==> config.mk <==
export PLATFORM = sky130hd
export DESIGN_NAME = lcd_serial_responder
export DESIGN_NICKNAME = d
export VERILOG_FILES = /design/src/rtl/lcd_serial_pkg.sv /design/src/rtl/sync_edge_detect.sv /design/src/rtl/lcd_serial_responder.sv
export SDC_FILE = /design/constraint.sdc
export NUM_CORES = 1
export LEC_CHECK = 0
export ABC_AREA = 1
export BUFFER_PORTS_ARGS = -buffer_cell sky130_fd_sc_hd__buf_2
export CAP_MARGIN = 40
export CORE_UTILIZATION = 37
export DETAILED_ROUTE_END_ITERATION = 6
export GPL_ROUTABILITY_DRIVEN = 0
export SLEW_MARGIN = 20
export SYNTH_ARGS = -nofsm -noshare
export SYNTH_HDL_FRONTEND = slang
export SYNTH_SLANG_ARGS = --single-unit
==> constraint.sdc <==
create_clock -name i_clock -period 5.5 [get_ports i_clock]
set_input_delay 1.1 -clock i_clock [delete_from_list [all_inputs] [get_ports i_clock]]
set_output_delay 1.1 -clock i_clock [all_outputs]
set_load 0.02 [all_outputs]
==> src/rtl/lcd_serial_pkg.sv <==
// lcd_serial_pkg
//   Shared definitions for the LCD serial link. Both ends of the link import
//   this package: the lcd_tcvr initiator and the lcd_serial_responder panel
//   model. It holds the frame field widths, the default hardware-config
//   register address and the responder state enumeration.
package lcd_serial_pkg;

    localparam int ADDR_WIDTH  = 7;
    localparam int DATA_WIDTH  = 8;
    localparam int FRAME_WIDTH = 16;
    localparam int CMD_BITS    = FRAME_WIDTH - DATA_WIDTH;   // R/nW + address
    localparam int COUNT_WIDTH = $clog2(FRAME_WIDTH);
    localparam int MEM_DEPTH   = 1 << ADDR_WIDTH;

    localparam logic [ADDR_WIDTH-1:0] HW_CONFIG_ADDRESS = 7'h78;

    typedef enum logic [2:0] {
        ST_IDLE,
        ST_CMD,
        ST_RD,
        ST_WR,
        ST_HOLD
    } state_t;

endpackage

==> src/rtl/sync_edge_detect.sv <==
// sync_edge_detect
//   Brings one asynchronous pin into the i_clock domain through a STAGES-deep
//   flop chain and derives single-cycle rise/fall strobes from the last two
//   flops of the chain.
//
// Ports:
//   i_clock   in   system clock
//   i_nreset  in   asynchronous active-low reset (chain clears to 0)
//   i_async   in   asynchronous pin
//   o_level   out  synchronised level
//   o_rise    out  one-cycle strobe on a synchronised 0->1 transition
//   o_fall    out  one-cycle strobe on a synchronised 1->0 transition
module sync_edge_detect #(
    parameter int STAGES = 2
) (
    input  logic i_clock,
    input  logic i_nreset,
    input  logic i_async,
    output logic o_level,
    output logic o_rise,
    output logic o_fall
);

    // One flop beyond the synchroniser depth keeps the previous level, so
    // an edge strobe appears STAGES cycles after the pin and is acted on the
    // cycle after that.
    logic [STAGES:0] r_chain;

    always_ff @(posedge i_clock or negedge i_nreset) begin
        if (!i_nreset) begin
            r_chain <= '0;
        end else begin
            // NOTE: clocked state uses non-blocking assignments so every flop
            // in the chain samples its neighbour's value from before the edge.
            r_chain <= {r_chain[STAGES-1:0], i_async};
        end
    end

    assign o_level = r_chain[STAGES-1];
    assign o_rise  =  r_chain[STAGES-1] & ~r_chain[STAGES];
    assign o_fall  = ~r_chain[STAGES-1] &  r_chain[STAGES];

endmodule

==> src/rtl/lcd_serial_responder.sv <==
// lcd_serial_responder
//   Panel-side responder of the LCD serial register link. Oversamples the
//   serial clock, enable and data pins, decodes 16-bit MSB-first frames
//   (bit 15 R/nW, bits 14:8 address, bits 7:0 data) and holds a 128 x 8
//   register file. Reads shift the addressed byte back on o_txSerial; the
//   hardware-config address always reads HW_CONFIG_VALUE and ignores writes.
//
// Ports:
//   i_clock, i_nreset     system clock, asynchronous active-low reset
//   i_serialClock         serial clock from initiator (idles low)
//   i_serialEnable        frame enable from initiator (active high)
//   i_rxSerial            initiator-to-responder data
//   o_txSerial            responder-to-initiator data (0 unless o_txEnable)
//   o_txEnable            read data is being driven (pad tristate control)
//   o_busy                a frame is in progress
//   o_wrStrobe            one-cycle pulse when a write commits
//   o_wrAddress/o_wrData  address/data of the last committed write
//   o_frameError          one-cycle pulse when a frame is cut short
module lcd_serial_responder #(
    parameter int SYNC_STAGES = 2,
    parameter logic [lcd_serial_pkg::ADDR_WIDTH-1:0] HW_CONFIG_ADDRESS = lcd_serial_pkg::HW_CONFIG_ADDRESS,
    parameter logic [lcd_serial_pkg::DATA_WIDTH-1:0] HW_CONFIG_VALUE   = 8'h20
) (
    input  logic                                  i_clock,
    input  logic                                  i_nreset,
    input  logic                                  i_serialClock,
    input  logic                                  i_serialEnable,
    input  logic                                  i_rxSerial,
    output logic                                  o_txSerial,
    output logic                                  o_txEnable,
    output logic                                  o_busy,
    output logic                                  o_wrStrobe,
    output logic [lcd_serial_pkg::ADDR_WIDTH-1:0] o_wrAddress,
    output logic [lcd_serial_pkg::DATA_WIDTH-1:0] o_wrData,
    output logic                                  o_frameError
);

    import lcd_serial_pkg::*;

    localparam logic [COUNT_WIDTH-1:0] CMD_LAST   = COUNT_WIDTH'(CMD_BITS - 1);
    localparam logic [COUNT_WIDTH-1:0] FRAME_LAST = COUNT_WIDTH'(FRAME_WIDTH - 1);

    // ---------------------------------------------------------------- inputs
    logic w_sclkLevel, w_sclkRise, w_sclkFall;
    logic w_enLevel,   w_enRise,   w_enFall;
    logic w_rxLevel,   w_rxRise,   w_rxFall;

    sync_edge_detect #(.STAGES(SYNC_STAGES)) u_sync_sclk (
        .i_clock(i_clock), .i_nreset(i_nreset), .i_async(i_serialClock),
        .o_level(w_sclkLevel), .o_rise(w_sclkRise), .o_fall(w_sclkFall));

    sync_edge_detect #(.STAGES(SYNC_STAGES)) u_sync_en (
        .i_clock(i_clock), .i_nreset(i_nreset), .i_async(i_serialEnable),
        .o_level(w_enLevel), .o_rise(w_enRise), .o_fall(w_enFall));

    sync_edge_detect #(.STAGES(SYNC_STAGES)) u_sync_rx (
        .i_clock(i_clock), .i_nreset(i_nreset), .i_async(i_rxSerial),
        .o_level(w_rxLevel), .o_rise(w_rxRise), .o_fall(w_rxFall));

    // Only edges of the clock/enable and the level of the data are needed.
    logic w_unused;
    assign w_unused = ^{w_sclkLevel, w_enLevel, w_rxRise, w_rxFall};

    // ------------------------------------------------------------- registers
    state_t                  r_state, w_nextState;
    logic [COUNT_WIDTH-1:0]  r_bitCount;
    logic [DATA_WIDTH-1:0]   r_shift;
    logic [ADDR_WIDTH-1:0]   r_addr;
    logic [DATA_WIDTH-1:0]   r_txByte;
    logic                    r_txSerial, r_txEnable;
    logic                    r_wrStrobe, r_frameError;
    logic [ADDR_WIDTH-1:0]   r_wrAddress;
    logic [DATA_WIDTH-1:0]   r_wrData;
    logic [DATA_WIDTH-1:0]   r_mem [MEM_DEPTH];

    // Shift register contents including the bit being sampled this cycle:
    // the command byte at the 8th rise, the write data at the 16th.
    logic [DATA_WIDTH-1:0]   w_shiftNext;
    logic [DATA_WIDTH-1:0]   w_readValue;
    assign w_shiftNext = {r_shift[DATA_WIDTH-2:0], w_rxLevel};
    assign w_readValue = (w_shiftNext[ADDR_WIDTH-1:0] == HW_CONFIG_ADDRESS)
                       ? HW_CONFIG_VALUE : r_mem[w_shiftNext[ADDR_WIDTH-1:0]];

    // ------------------------------------------------------------------- FSM
    logic w_start, w_shiftIn, w_shiftOut, w_cmdDone, w_commit, w_abort;

    always_ff @(posedge i_clock or negedge i_nreset) begin
        if (!i_nreset) r_state <= ST_IDLE;
        else           r_state <= w_nextState;
    end

    always_comb begin
        // NOTE: every output of this block gets a default first; a path that
        // left one unassigned would infer a latch.
        w_nextState = r_state;
        w_start     = 1'b0;
        w_shiftIn   = 1'b0;
        w_shiftOut  = 1'b0;
        w_cmdDone   = 1'b0;
        w_commit    = 1'b0;
        w_abort     = 1'b0;
        case (r_state)
            ST_IDLE: begin
                if (w_enRise) begin
                    w_start     = 1'b1;
                    w_nextState = ST_CMD;
                end
            end
            // In the active states an enable fall outranks a serial edge
            // seen in the same cycle: the frame is short, so it is aborted.
            ST_CMD, ST_RD, ST_WR: begin
                if (w_enFall) begin
                    w_abort     = 1'b1;
                    w_nextState = ST_IDLE;
                end else begin
                    w_shiftOut = w_sclkFall && (r_state == ST_RD);
                    if (w_sclkRise) begin
                        w_shiftIn = 1'b1;
                        if (r_state == ST_CMD && r_bitCount == CMD_LAST) begin
                            w_cmdDone   = 1'b1;
                            w_nextState = w_shiftNext[DATA_WIDTH-1] ? ST_RD : ST_WR;
                        end else if (r_state != ST_CMD && r_bitCount == FRAME_LAST) begin
                            w_commit    = (r_state == ST_WR);
                            w_nextState = ST_HOLD;
                        end
                    end
                end
            end
            ST_HOLD: begin
                if (w_enFall) w_nextState = ST_IDLE;
            end
            default: w_nextState = ST_IDLE;
        endcase
    end

    // -------------------------------------------------------------- datapath
    always_ff @(posedge i_clock or negedge i_nreset) begin
        if (!i_nreset) begin
            r_bitCount   <= '0;
            r_shift      <= '0;
            r_addr       <= '0;
            r_txByte     <= '0;
            r_txSerial   <= 1'b0;
            r_txEnable   <= 1'b0;
            r_wrStrobe   <= 1'b0;
            r_frameError <= 1'b0;
            r_wrAddress  <= '0;
            r_wrData     <= '0;
        end else begin
            r_wrStrobe   <= w_commit;
            r_frameError <= w_abort;

            if (w_start)        r_bitCount <= '0;
            else if (w_shiftIn) r_bitCount <= r_bitCount + 1'b1;

            if (w_shiftIn) r_shift <= w_shiftNext;

            if (w_cmdDone) begin
                r_addr     <= w_shiftNext[ADDR_WIDTH-1:0];
                r_txByte   <= w_readValue;
                r_txEnable <= w_shiftNext[DATA_WIDTH-1];
            end

            // Read byte goes out MSB first, one bit per serial falling edge.
            if (w_shiftOut) begin
                r_txSerial <= r_txByte[DATA_WIDTH-1];
                r_txByte   <= {r_txByte[DATA_WIDTH-2:0], 1'b0};
            end

            if (w_commit) begin
                r_wrAddress <= r_addr;
                r_wrData    <= w_shiftNext;
            end

            if (w_nextState == ST_IDLE) begin
                r_txEnable <= 1'b0;
                r_txSerial <= 1'b0;
            end
        end
    end

    // Register file; the hardware-config address is not backed by storage
    // writes, they are dropped while the strobe still reports them.
    always_ff @(posedge i_clock or negedge i_nreset) begin
        if (!i_nreset) begin
            // NOTE: the register file must read back zero after reset, so it
            // is built from resettable flops rather than an inferred RAM.
            for (int i = 0; i < MEM_DEPTH; i++) r_mem[i] <= '0;
        end else if (w_commit && (r_addr != HW_CONFIG_ADDRESS)) begin
            r_mem[r_addr] <= w_shiftNext;
        end
    end

    // --------------------------------------------------------------- outputs
    assign o_txSerial   = r_txSerial;
    assign o_txEnable   = r_txEnable;
    assign o_busy       = (r_state != ST_IDLE);
    assign o_wrStrobe   = r_wrStrobe;
    assign o_wrAddress  = r_wrAddress;
    assign o_wrData     = r_wrData;
    assign o_frameError = r_frameError;

endmodule

# --- Word-level counts from Yosys, hierarchy flattened ---
# Index checks and enable logic that the tools add are counted.
totals:
  register_bits: 1080
  input_bits: 5
  out_inout_bits: 20
  word_cells: 219
op_classes:
  n_addsub: 1
  magnitude_cmp: 3
  eq_ne: 9
  muxes: 41
  bitwise: 10
  n_reduce_logical: 13
ops:
  columns: ["operator", "count"]
  rows:
  - ["bitwise mux 1024 bit", 1]
  - ["binary-select mux 8 bit (select 7 bit)", 1]
  - ["demux 8 bit (select 7 bit)", 1]
  - ["2-to-1 mux 8 bit", 6]
  - ["2-to-1 mux 1 bit", 23]
  - ["2-to-1 mux 3 bit", 6]
  - [">= comparator 8 bit (second input constant)", 2]
  - ["NOT 7 -> 8 bit", 2]
  - ["one-hot mux 3 bit (3 select lines)", 1]
  - ["less-than comparator 8 x 1 -> 1 bit (second input constant)", 1]
  - ["2-to-1 mux 4 bit", 2]
  - ["nonzero test 2 bit", 4]
  - ["equality test 7 bit (second input constant)", 1]
  - ["!= test 7 bit (second input constant)", 1]
  - ["equality test 3 x 2 -> 1 bit (second input constant)", 2]
  - ["zero test 3 bit", 2]
  - ["logical AND 1 bit", 5]
  - ["adder 4 x 1 -> 4 bit (second input constant)", 1]
  - ["AND 1 bit", 4]
  - ["equality test 4 x 3 -> 1 bit (second input constant)", 1]
  - ["equality test 4 bit (second input constant)", 1]
  - ["NOT 1 bit", 4]
  - ["equality test 3 x 1 -> 1 bit (second input constant)", 1]
  - ["equality test 3 bit (second input constant)", 1]
  - ["3 further kinds", 3]

# --- Longest topological paths before layout ---
depth:
  ltp_word: 9
  ltp_mapped: 17

# --- By module ---
# Synthesis repeated with hierarchy kept, for this count alone.
unflattened:
  hier_cells: 6159
  area_unflattened_um2: 49591.3
by_module_without_submodules:
  columns: ["mod", "instances", "cells_per_inst", "area_per_inst_um2", "seq_area_each_um2"]
  rows:
  - ["lcd_serial_responder", 1, 6138, 49321.1, 26825.7]
  - ["sync_edge_detect", 3, 7, 90.1, 75.1]

# --- Worst setup path before layout ---
# Ideal clock, no wire load.
synth_path:
  path_type: "register to register"
  startpoint: "register r_bitCount[0]"
  endpoint: "register r_mem[693] (netlist bit)"
  setup_time_ps: 127
  t_arrival_ps: 2026
  slack_ps: 3347
  path_stages_with_launch: 14
  cell_sequence: "dfrtp_1 ha_1 inv_1 nor3_2 and3_2 nand2_8 inv_6 nand2_4 nor3_4 buf_12 nand2_4 buf_6 nand2_1 o21ai_2"
synth_between:
  elab_chain_len: 8
  word_cells_on_any_way: 10
synth_rtl:
  columns: ["element", "line", "text"]
  rows:
  - ["start, declared", "lcd_serial_responder.sv:66", "logic [COUNT_WIDTH-1:0] r_bitCount;"]
  - ["start signal, assigned", "lcd_serial_responder.sv:154", "else if (w_shiftIn) r_bitCount <= r_bitCount + 1'b1;"]
  - ["equality test 4 bit", "lcd_serial_responder.sv:122", "end else if (r_state != ST_CMD && r_bitCount == FRAME_LAST) begin"]
  - ["logical AND 1 bit", "lcd_serial_responder.sv:122", null]
  - ["2-to-1 mux 1 bit", "lcd_serial_responder.sv:122", null]
  - ["2-to-1 mux 1 bit (*)", "lcd_serial_responder.sv:119", "if (r_state == ST_CMD && r_bitCount == CMD_LAST) begin"]
  - ["2-to-1 mux 1 bit (*)", "lcd_serial_responder.sv:117", "if (w_sclkRise) begin"]
  - ["2-to-1 mux 1 bit (*)", "lcd_serial_responder.sv:112", "if (w_enFall) begin"]
  - ["2-to-1 mux 1 bit (*)", "lcd_serial_responder.sv:102", "case (r_state)"]
  - ["net w_commit", "lcd_serial_responder.sv:85", "logic w_start, w_shiftIn, w_shiftOut, w_cmdDone, w_commit, w_abort;"]
  - ["logical AND 1 bit (*)", "lcd_serial_responder.sv:189", "end else if (w_commit && (r_addr != HW_CONFIG_ADDRESS)) begin"]
  - ["end signal, assigned by index", "lcd_serial_responder.sv:190", "r_mem[r_addr] <= w_shiftNext;"]
  - ["end, declared", "lcd_serial_responder.sv:74", "logic [DATA_WIDTH-1:0] r_mem [MEM_DEPTH];"]
# The timed path passes the listed nets; every way through them passes the cells marked *.
# A chain may end at the register's enable or synchronous reset.

# --- Worst setup path in the final report ---
layout_path:
  startpoint: "register r_shift[1]"
  endpoint: "register r_txByte[5]"
layout_between:
  elab_chain_len: 7
  word_cells_on_any_way: 8
layout_rtl:
  columns: ["element", "line", "text"]
  rows:
  - ["start, declared", "lcd_serial_responder.sv:67", "logic [DATA_WIDTH-1:0] r_shift;"]
  - ["start signal, assigned", "lcd_serial_responder.sv:156", "if (w_shiftIn) r_shift <= w_shiftNext;"]
  - ["NOT 7 -> 8 bit (not written as such)", "lcd_serial_responder.sv:82", "? HW_CONFIG_VALUE : r_mem[w_shiftNext[ADDR_WIDTH-1:0]];"]
  - ["binary-select mux 8 bit (select 7 bit)", "lcd_serial_responder.sv:82", null]
  - ["2-to-1 mux 8 bit (not written as such) (2 in series)", "lcd_serial_responder.sv:82", null]
  - ["2-to-1 mux 8 bit (*)", "lcd_serial_responder.sv:82", null]
  - ["2-to-1 mux 8 bit (*)", "lcd_serial_responder.sv:158", "if (w_cmdDone) begin"]
  - ["2-to-1 mux 8 bit (*)", "lcd_serial_responder.sv:165", "if (w_shiftOut) begin"]
  - ["end signal, assigned", "lcd_serial_responder.sv:160", "r_txByte <= w_readValue;"]
  - ["end signal, assigned", "lcd_serial_responder.sv:167", "r_txByte <= {r_txByte[DATA_WIDTH-2:0], 1'b0};"]
  - ["end, declared", "lcd_serial_responder.sv:69", "logic [DATA_WIDTH-1:0] r_txByte;"]
# Mark *: on every way between the ends. The rest lies on a longest branch, timed or not. The select of a mux whose other input is x is not followed.

==> impl_metrics.yaml <==
worst_setup_path:
  r2r-end: "r_txByte[5]"
  crit_path_end_kind: "flop"
  cpPeakStageDelay_ns: 0.93
  crit_chain: "inv_6 -> nand2_2 -> clkinv_2 -> buf_12 -> nand2_1 -> nand3_1 -> nor2_1 -> nor2_1 -> nand2_1 -> nand3_1 -> nand2_1 -> nand2_1 -> nand2_1 -> nand2_1"
  cp.buffers_inverters: 3
  worstPathMaxFanout: 60
  regToRegStartpoint: "r_shift[1]"
  cp-start-kind: "flop"
  r2r_slack_ns: 2.12
  r2r_cells: 14
  critPathSlowestCell: "dfrtp_4"
  cp.arrival_ns: 4.00
  worstSetupPathType: "reg -> reg"
  critical-path-top-delay-family: "simple AND/OR/NAND/NOR gates"
  path_common_cell: "nand2_1"
  required_ns: 6.12
grt:
  grt-ovfl-total: 0
  grt_pass1_wl_um: 234800
  antenna_found_initial: 1
  grtUsageTotal_pct: 21.60
  grt_start_max_net_pins: 171
  grt_pass1_vias: 38430
synth:
  synth-edff-count: 0
  yosysTopAreaCell: "dfrtp_1"
  syn_nets: 6175
  async_flop_share_pct: 100.0
  syn_inst: 6169
  synth_area_um2: 50520
  synth.distinct_cells: 41
  seq_area_frac_synth_pct: 53.50
  yosysTopAreaCellShare_pct: 53.50
  synth-seq-cells: 1080
  synth_warnings: 0
  synth-main-ff-cell: "dfrtp_1"
  synth_area_leaders: "dfrtp_1 (53%), nand2_1 (18%), o21ai_0 (7.9%)"
  syn_avg_cell_area_um2: 8.189
place:
  port-buffer-count: 24
  pre_cts_ws_ns: 2.140
  detailed_place_hpwl_um: 86650
  dp.cells: 7570
die:
  die_w_um: 371.5
  die_height_um: 371.5
  rows: 135
  dieArea_um2: 138000
  start_util_pct: 37.29
  core-area_um2: 135500
  io_pins: 25
clock_network:
  post_cts_buffers: 0
  path_clk_slew_ns: 0.06
  cts_buffers: 115
  ctsResizeCount: 0
  clock-sinks: 1080
  clockBufferDepth: 3
  h-tree-depth: 3
  cts_hold_repair.buffers: 0
  clk_root_buffer_cell: "clkbuf_16"
  tritoncts: "done"
  clk_latency_ns: 0.73
sta:
  setup_viol: 0
  fmax_mhz: 295.8
  hold_viol: 0
  skew_ns: 0.02539
  tns_ns: 0
  fin_crit_ns: 3.380
  slew_violations: 0
  worst_slew_pin_slew_ns: 0.9830
  period_share_pct: 61.46
  max_slew_margin_pct: 34.47
  rsz0062_at_grt: "false"
  postLayoutSetupSlackWorst_ns: 2.120
finish:
  nets: 5914
  n_antenna_cell: 0
  area_growth_pct: 9.749
  fillers: 13700
  final_util_pct: 40.93
  drive_above_1_share_pct: 8.075
  register_area_um2: 27040
  fin_cells: 7787
  multiInputGateArea_um2: 20770
routing:
  first_iter_violations: 4365
  drt_wl_total_um: 148600
  drt_first_pass_iters: 6
  detail-route-antenna-nets: 0
  wl_per_cell_um: 19.09
  drc: 0
  via_per_inst: 5.292
  via_count: 41210
worst_hold_path:
  hold_end: "u_sync_sclk.r_chain[1]"
  hp-start: "u_sync_sclk.r_chain[0]"
  worstHoldPathType: "reg -> reg"
  whs_path_depth: 0
pwr:
  power.leakage_nw: 25.49
  ir_drop_mv: 0.2874
  p_per_area_nw_per_um2: 341.3
job:
  cap_viol_max_count: 0
run_status:
  outcome: "completed"
## layout make-up
cell class / count / area share (%)
inverters: 72 / 0.5981
flip-flops and latches: 1080 / 48.77
repair buffers: 105 / 1.968
multi-input cells: 4534 / 37.46
well taps: 1781 / 4.019
clock buffers: 175 / 6.342
clock inverters: 40 / 0.8441
## metrics by stage
step | power, mW | hold WS [ns] | area (um2)
2_1_floorplan | 9.612 | 0.3312 | 50520
3_3_place_gp | 10.92 | 0.3324 | 51320
3_5_place_dp | 10.91 | 0.3355 | 51430
4_1_cts | 19.04 | 0.3369 | 55420
5_1_grt | 19.54 | 0.3528 | 55440
6_report | 18.92 | 0.3426 | 55440
## metal layers
metal,GRT usage (%),wire (um),vias to the layer above
met1,31.13,67940,20130
met2,33.71,67950,1219
met3,3.091,8806,215
li1,-,-,19650
met5,0,20,-
met4,6.116,3918,2
## where the power goes
part / switching (mW) / internal (mW)
registers: 0.121 / 7.96
clock network: 3.32 / 4.81
logic: 2.16 / 0.546
## how the worst max path moves through the flow
stage,startpoint,to,slack [ns],cells after the start
after CTS,r_shift[1],r_txByte[5],2.14,14
after detailed placement,r_shift[1],r_txByte[5],2.14,14
after global placement,r_shift[1],r_txByte[5],2.18,14
final,r_shift[1],r_txByte[5],2.12,14
after floorplan,r_bitCount[0],r_mem[693],3.35,13
after global routing,r_shift[1],r_txByte[5],1.91,14
## flip-flops by register name, summed over array words and instances (netlist names)
register	flops
r_mem	1024
o_wrData	8
r_txByte	8
o_wrAddress	7
r_addr	7
r_shift	7
r_bitCount	4
r_state	3
u_sync_en.r_chain	3
u_sync_sclk.r_chain	3
u_sync_rx.r_chain	2
o_frameError	1
o_txEnable	1
o_txSerial	1
o_wrStrobe	1
## cell usage after synthesis (all sizes together), types with 31 or more instances
cell type  count
inv           68
o21ai       1051
a21boi        31
buf          175
dfrtp       1080
a21oi        125
nand3        592
nand4         32
clkbuf       308
nand2       2549
o211ai        31
nor2         108
## cell usage in the layout, fill, tap and decap left out, types with 21 or more instances in the layout
cell type / count
nand2_1: 2475
dfrtp_1: 1075
o21ai_0: 793
nand3_1: 592
o21ai_1: 204
a21oi_1: 125
clkbuf_16: 117
nor2_1: 103
nand2_4: 69
inv_1: 59
o21ai_2: 54
buf_4: 53
clkbuf_8: 37
a21boi_0: 31
o211ai_1: 31
buf_12: 26
clkinv_2: 24
buf_2: 23
clkbuf_1: 21
## kinds of logic (layout without fill, tap and decap cells)
kind of cell | after synthesis | in the layout | synth area share [%]
compound gates | 1242 | 1242 | 13.03
fa+ha+maj | 1 | 1 | 0.02476
buf+inv | 555 | 392 | 5.422
flops | 1080 | 1080 | 53.50
mux | 1 | 1 | 0.01982
simple gates | 3290 | 3290 | 28.01
No activity file was read; power rests on OpenSTA's default activity.
